--- src/rtl/hazard_controller_pkg.sv ---
// Shared encodings for the hazard controller: forward selects, FSM state type and the x0 index.
package hazard_pkg;

  localparam logic [1:0] FWD_RF = 2'b00;
  localparam logic [1:0] FWD_W  = 2'b01;
  localparam logic [1:0] FWD_M  = 2'b10;

  typedef logic [0:0] state_t;
  localparam state_t RUN      = 1'b0;
  localparam state_t MEM_WAIT = 1'b1;

  localparam logic [4:0] REG_X0 = 5'd0;

endpackage

--- src/rtl/hazard_controller_fwd_sel.sv ---
// One execute-operand forward select; the memory stage wins over writeback, x0 never forwards.
module fwd_sel (
  input  logic       i_regWriteM,
  input  logic [4:0] i_rdM,
  input  logic       i_regWriteW,
  input  logic [4:0] i_rdW,
  input  logic [4:0] i_rsE,
  output logic [1:0] o_fwd
);
  import hazard_pkg::*;

  always_comb begin
    o_fwd = FWD_RF;
    if (i_regWriteM && (i_rdM != REG_X0) && (i_rdM == i_rsE))
      o_fwd = FWD_M;
    else if (i_regWriteW && (i_rdW != REG_X0) && (i_rdW == i_rsE))
      o_fwd = FWD_W;
  end

endmodule

--- src/rtl/hazard_controller.sv ---
// Pipeline hazard controller: forwarding, load-use stall, branch flush, memory freeze with timeout.
// Optional performance counters are built when HAZARD_PERF_CNT_EN is defined.
module hazard_controller #(
  parameter int MEM_TIMEOUT = 16
) (
  input  logic       clk,
  input  logic       reset,
  input  logic [4:0] Rs1_D,
  input  logic [4:0] Rs2_D,
  input  logic [4:0] Rd_D,
  input  logic       RegWrite_D,
  input  logic       Load_D,
  input  logic       PcSrc_E,
  input  logic       MemAccess_M,
  input  logic       MemReady_M,
  output logic       StallF,
  output logic       StallD,
  output logic       StallE,
  output logic       StallM,
  output logic       FlushD,
  output logic       FlushE,
  output logic       FlushW,
  output logic [1:0] ForwardA_E,
  output logic [1:0] ForwardB_E,
  output logic       MemError
`ifdef HAZARD_PERF_CNT_EN
  ,
  output logic [31:0] StallCount,
  output logic [31:0] FlushCount
`endif
);
  import hazard_pkg::*;

  localparam int            CW      = $clog2(MEM_TIMEOUT) + 1;
  localparam logic [CW-1:0] CNT_MAX = CW'(MEM_TIMEOUT - 1);

  logic [4:0]    r_rs1E, r_rs2E, r_rdE, r_rdM, r_rdW;
  logic          r_regWriteE, r_loadE, r_regWriteM, r_regWriteW;
  state_t        r_state;
  logic [CW-1:0] r_waitCnt;
  logic          r_memError;
  logic          w_frz, w_lwStall, w_timeoutHit;
  logic [1:0]    w_fwdA, w_fwdB;

  assign w_frz        = MemAccess_M && !MemReady_M;
  assign w_lwStall    = r_loadE && (r_rdE != REG_X0) && ((r_rdE == Rs1_D) || (r_rdE == Rs2_D));
  assign w_timeoutHit = !reset && (r_state == MEM_WAIT) && w_frz && (r_waitCnt == CNT_MAX);
  assign MemError     = r_memError || w_timeoutHit;

  fwd_sel u_fwdA (
    .i_regWriteM(r_regWriteM), .i_rdM(r_rdM),
    .i_regWriteW(r_regWriteW), .i_rdW(r_rdW),
    .i_rsE(r_rs1E), .o_fwd(w_fwdA)
  );

  fwd_sel u_fwdB (
    .i_regWriteM(r_regWriteM), .i_rdM(r_rdM),
    .i_regWriteW(r_regWriteW), .i_rdW(r_rdW),
    .i_rsE(r_rs2E), .o_fwd(w_fwdB)
  );

  // Priority: reset, then memory freeze, then branch redirect over load-use.
  always_comb begin
    StallF     = 1'b0;
    StallD     = 1'b0;
    StallE     = 1'b0;
    StallM     = 1'b0;
    FlushD     = 1'b0;
    FlushE     = 1'b0;
    FlushW     = 1'b0;
    ForwardA_E = w_fwdA;
    ForwardB_E = w_fwdB;
    if (reset) begin
      FlushD     = 1'b1;
      FlushE     = 1'b1;
      FlushW     = 1'b1;
      ForwardA_E = FWD_RF;
      ForwardB_E = FWD_RF;
    end else if (w_frz) begin
      StallF = 1'b1;
      StallD = 1'b1;
      StallE = 1'b1;
      StallM = 1'b1;
      FlushW = 1'b1;
    end else begin
      FlushD = PcSrc_E;
      FlushE = PcSrc_E || w_lwStall;
      StallF = w_lwStall && !PcSrc_E;
      StallD = w_lwStall && !PcSrc_E;
    end
  end

  always_ff @(posedge clk) begin
    if (reset) begin
      r_rs1E      <= REG_X0;
      r_rs2E      <= REG_X0;
      r_rdE       <= REG_X0;
      r_regWriteE <= 1'b0;
      r_loadE     <= 1'b0;
      r_rdM       <= REG_X0;
      r_regWriteM <= 1'b0;
      r_rdW       <= REG_X0;
      r_regWriteW <= 1'b0;
    end else if (StallE) begin
      r_rdW       <= REG_X0;
      r_regWriteW <= 1'b0;
    end else begin
      r_rdW       <= r_rdM;
      r_regWriteW <= r_regWriteM;
      r_rdM       <= r_rdE;
      r_regWriteM <= r_regWriteE;
      if (FlushE) begin
        r_rs1E      <= REG_X0;
        r_rs2E      <= REG_X0;
        r_rdE       <= REG_X0;
        r_regWriteE <= 1'b0;
        r_loadE     <= 1'b0;
      end else begin
        r_rs1E      <= Rs1_D;
        r_rs2E      <= Rs2_D;
        r_rdE       <= Rd_D;
        r_regWriteE <= RegWrite_D;
        r_loadE     <= Load_D;
      end
    end
  end

  // wait_cnt holds the number of the current frozen cycle minus one; entering MEM_WAIT already counts one.
  always_ff @(posedge clk) begin
    if (reset) begin
      r_state    <= RUN;
      r_waitCnt  <= '0;
      r_memError <= 1'b0;
    end else begin
      if (w_timeoutHit)
        r_memError <= 1'b1;
      case (r_state)
        RUN: begin
          if (w_frz) begin
            r_state   <= MEM_WAIT;
            r_waitCnt <= CW'(1);
          end
        end
        default: begin
          if (!w_frz) begin
            r_state   <= RUN;
            r_waitCnt <= '0;
          end else if (r_waitCnt != CNT_MAX) begin
            r_waitCnt <= r_waitCnt + 1'b1;
          end
        end
      endcase
    end
  end

`ifdef HAZARD_PERF_CNT_EN
  logic [31:0] r_stallCount, r_flushCount;

  always_ff @(posedge clk) begin
    if (reset) begin
      r_stallCount <= '0;
      r_flushCount <= '0;
    end else begin
      if (StallF)
        r_stallCount <= r_stallCount + 32'd1;
      if (FlushD)
        r_flushCount <= r_flushCount + 32'd1;
    end
  end

  assign StallCount = r_stallCount;
  assign FlushCount = r_flushCount;
`endif

endmodule
--- config.mk ---
export PLATFORM = sky130hd
export DESIGN_NAME = hazard_controller
export DESIGN_NICKNAME = d
export VERILOG_FILES = /design/src/rtl/hazard_controller_pkg.sv /design/src/rtl/hazard_controller_fwd_sel.sv /design/src/rtl/hazard_controller.sv
export SDC_FILE = /design/constraint.sdc
export NUM_CORES = 1
export LEC_CHECK = 0
export ABC_CLOCK_PERIOD_IN_PS = 1600
export BUFFER_PORTS_ARGS = -buffer_cell sky130_fd_sc_hd__buf_4
export CORE_ASPECT_RATIO = 0.5
export CORE_MARGIN = 2
export CORE_UTILIZATION = 30
export DETAILED_ROUTE_END_ITERATION = 8
export GPL_TIMING_DRIVEN = 0
export HOLD_SLACK_MARGIN = 0.02
export PLACE_DENSITY_LB_ADDON = 0.08
export REMOVE_ABC_BUFFERS = 1
export SLEW_MARGIN = 20
export SYNTH_ARGS = -nofsm -noshare
export SYNTH_HDL_FRONTEND = slang
export SYNTH_SLANG_ARGS = --single-unit
--- constraint.sdc ---
create_clock -name clk -period 1.6 [get_ports clk]
set_input_delay 0.16 -clock clk [delete_from_list [all_inputs] [get_ports clk]]
set_output_delay 0.16 -clock clk [all_outputs]
set_load 0.02 [all_outputs]
==> key figures <==
Outcome
  – Status: complete, but fails checks
  – Failing checks: negative setup slack

Clocking
  – H-tree depth: 2
  – Worst-path clk slew: 50 ps
  – CTS tree: yes
  – CTS root buf: clkbuf_16
  – Cts bufs inserted: 5
  – Clock insertion delay at the later pin of the skew report: 280 ps
  – CTS Hold Bufs: 0
  – Clock buffer depth: 2
  – CTS Sinks: 36

Timing
  – Final hold vios: 0
  – Tmin final: 2000 ps
  – Hold_ws: 128 ps
  – Actual slew at the worst max-slew pin: 583 ps
  – Slew margin rel.: 0.610
  – Final setup fails: 16
  – Worst Skew: 2.81 ps
  – Crit share post-route: 1.25
  – Max Clock Freq: 0.499 GHz
  – Setup TNS: -2830 ps
  – RSZ-0062 raised after global routing: true
  – Final worst-path setup slack: -405 ps
  – Max Slew Vio Count: 0

Worst setup path
  – CP endpoint kind: output port
  – Crit path max-delay family: simple AND/OR/NAND/NOR gates
  – Req. time, crit path: 1440 ps
  – Slowest CP cell: or4_1
  – Buf/Inv on CP: 1
  – Setup CP Type: reg -> out
  – Type of origin of the critical path: register
  – Arrival time at the worst endpoint: 1840 ps
  – Cell breakdown of the critical path: or4_4 > o21ai_2 > or4_1 > nor4_2 > buf_4
  – CP max stage delay: 540 ps
  – CP Max Fanout: 3

Floorplan
  – Number of I/O pins: 34
  – Initial Utilization: 0.316
  – Core region area: 6180 µm²
  – Die span in y: 61.0 µm
  – Die X: 118 µm
  – Die area: 7200 µm²
  – Row count: 20

Detailed routing
  – DRT iter0 DRCs: 68
  – DR pass1 iterations: 4
  – Residual DRC: 0
  – DR vias: 1754
  – Routed Antenna Nets: 0
  – DRT Wirelength: 5290 µm
  – Via/cell ratio: 4.93
  – Routed len/inst: 14.9 µm

GRT
  – GRT Resource Usage Total: 0.151
  – Met3 Usage GRT: 0.0435
  – Largest net degree at the start of global routing: 22
  – First-pass GRT wire length: 8360 µm
  – GR peak layer: met2
  – Met1 Use GR: 0.219
  – GRT overflow: 0
  – Vias in the first global route: 1666
  – Met2 Track Usage GR: 0.232
  – Initial antenna violation count: 0

Logic synthesis
  – Post-Synthesis Cells: 222
  – Ranking of synthesized cells by area: dfxtp_1, xnor2_1, a32oi_1, nand2_1, o21ai_2
  – Largest family of logic cells by synthesized area: compound AO/OA/AOI/OAI gates
  – Async S/R FF share, synth: 0
  – Dominant synthesized flop cell: dfxtp_1
  – Post-Synth Adder-Cell Area: 0.0128
  – Mapped Area: 1950 µm²
  – Yosys warnings: 0
  – Seq/Total Area, Yosys: 0.369
  – Multiplexer share of the synthesized area: 0
  – Count of state elements after synthesis: 36
  – Leading area contributor after synthesis: dfxtp_1
  – Post-synthesis simple-gate area fraction: 0.206
  – Share of the synthesized area in compound gates (AO/OA/AOI/OAI): 0.225
  – Xor and xnor area share after synthesis: 0.135
  – Yosys top cell area share: 0.369
  – Number of synthesized flops with an enable pin: 0
  – Synth unique cells: 36
  – Syn Area/Cell: 8.79 µm²

Job
  – Maxcap violations: 0

Power
  – Leakage dissipation: 0.00106 µW
  – Design Power: 2420 µW
  – Pwr per Cell Area: 878 nW/µm²
  – Peak VDD IR: 0.000379 V

Min path
  – Tightest Hold Check Type: in -> reg

Placed design
  – I/O Buffers: 33
  – Placer Congestion: 0.832
  – Detail Placement HPWL: 3620 µm

Finish
  – Ant diodes: 0
  – Final net count: 292
  – Most common cell after layout, fill and taps aside: buf_4
  – Layout cell share with drive strength beyond 1: 0.414
  – Area grow syn2layout: 41.1%
  – Most frequent cells in the layout: buf_4, nand2_1, dfxtp_1, xnor2_1
  – Filler Cell Count: 601
## cell usage after synthesis (6+ instances only)
| library cell | n |
|---|---|
| o21ai_2 | 11 |
| o21ai_1 | 6 |
| a32oi_1 | 17 |
| and2_1 | 6 |
| a21oi_1 | 11 |
| dfxtp_1 | 36 |
| xor2_1 | 10 |
| xnor2_1 | 20 |
| nor2_1 | 8 |
| o21ai_0 | 7 |
| nand2_1 | 34 |
## metal layers
| layer | vias up | share of wire |
|---|---|---|
| li1 | 889 | - |
| met4 | 0 | 0 |
| met5 | - | 0 |
| met1 | 819 | 0.53 |
| met3 | 0 | 0.060 |
| met2 | 46 | 0.41 |
## path summary, 6_finish.rpt
check	from	endpoint	slack (ps)	cells past startpoint
max	r_rdW[4]	ForwardB_E[0]	-400	5
min reg2reg	r_memError	r_memError	480	2
min	RegWrite_D	r_regWriteE	130	3
max reg2reg	r_rdE[0]	r_rs1E[1]	-60	6
## report_power, final
part / switching [µW] / internal, µW / leakage, µW / total [µW]
clock: 342 / 565 / 0.0000667 / 907
sequential: 71.9 / 950 / 0.000303 / 1020
combinational: 243 / 242 / 0.000687 / 485
total: 658 / 1760 / 0.00106 / 2420
## stage by stage
stage                     area [µm²]  setup slack [ps]  utilization  cells
after floorplan                 1860              -523            -    208
after global placement          2220              -890        0.360    329
after detailed placement        2260              -408        0.365    331
after CTS                       2580              -428        0.417    349
after global routing            2750              -487        0.445    356
final                           2750              -405        0.445    356
## cells by family after synthesis
logic type      after synthesis
buf+inv                      18
flops                        36
fa+ha+maj                     2
xor+xnor                     30
simple gates                 77
compound gates               59
## registers in the layout, indices dropped and copies added, names as in the netlist, 5 cells and up
signal / cells
r_rdE: 5
r_rdM: 5
r_rs1E: 5
r_rdW: 5
r_rs2E: 5
r_waitCnt: 5
## timing repair
action                     4_1_cts  5_1_grt
setup endpoints to repair       30       28
gates cloned                     0        1
gates resized for setup         34       25
buffers inserted                11        7
pin swaps                       11       14
## final cells by class
type | instances | area [µm²] | share of cell area
timing repair buffer | 53 | 478 | 0.174
tap | 88 | 110 | 0.0400
inverter | 4 | 15.0 | 0.00546
clock inverter | 1 | 5.00 | 0.00182
multi-input combinational | 168 | 1260 | 0.458
sequential | 36 | 753 | 0.274
clock buffer | 6 | 129 | 0.0468
## worst reg2reg max path, cell delays in order, from the launching register on
cell and delay (ps):
dfxtp_4 330, or4_4 540, o21ai_4 250, buf_6 150
clkbuf_16 150, a32oi_2 90, o21ai_1 90
No activity file was read; power rests on OpenSTA's default activity.
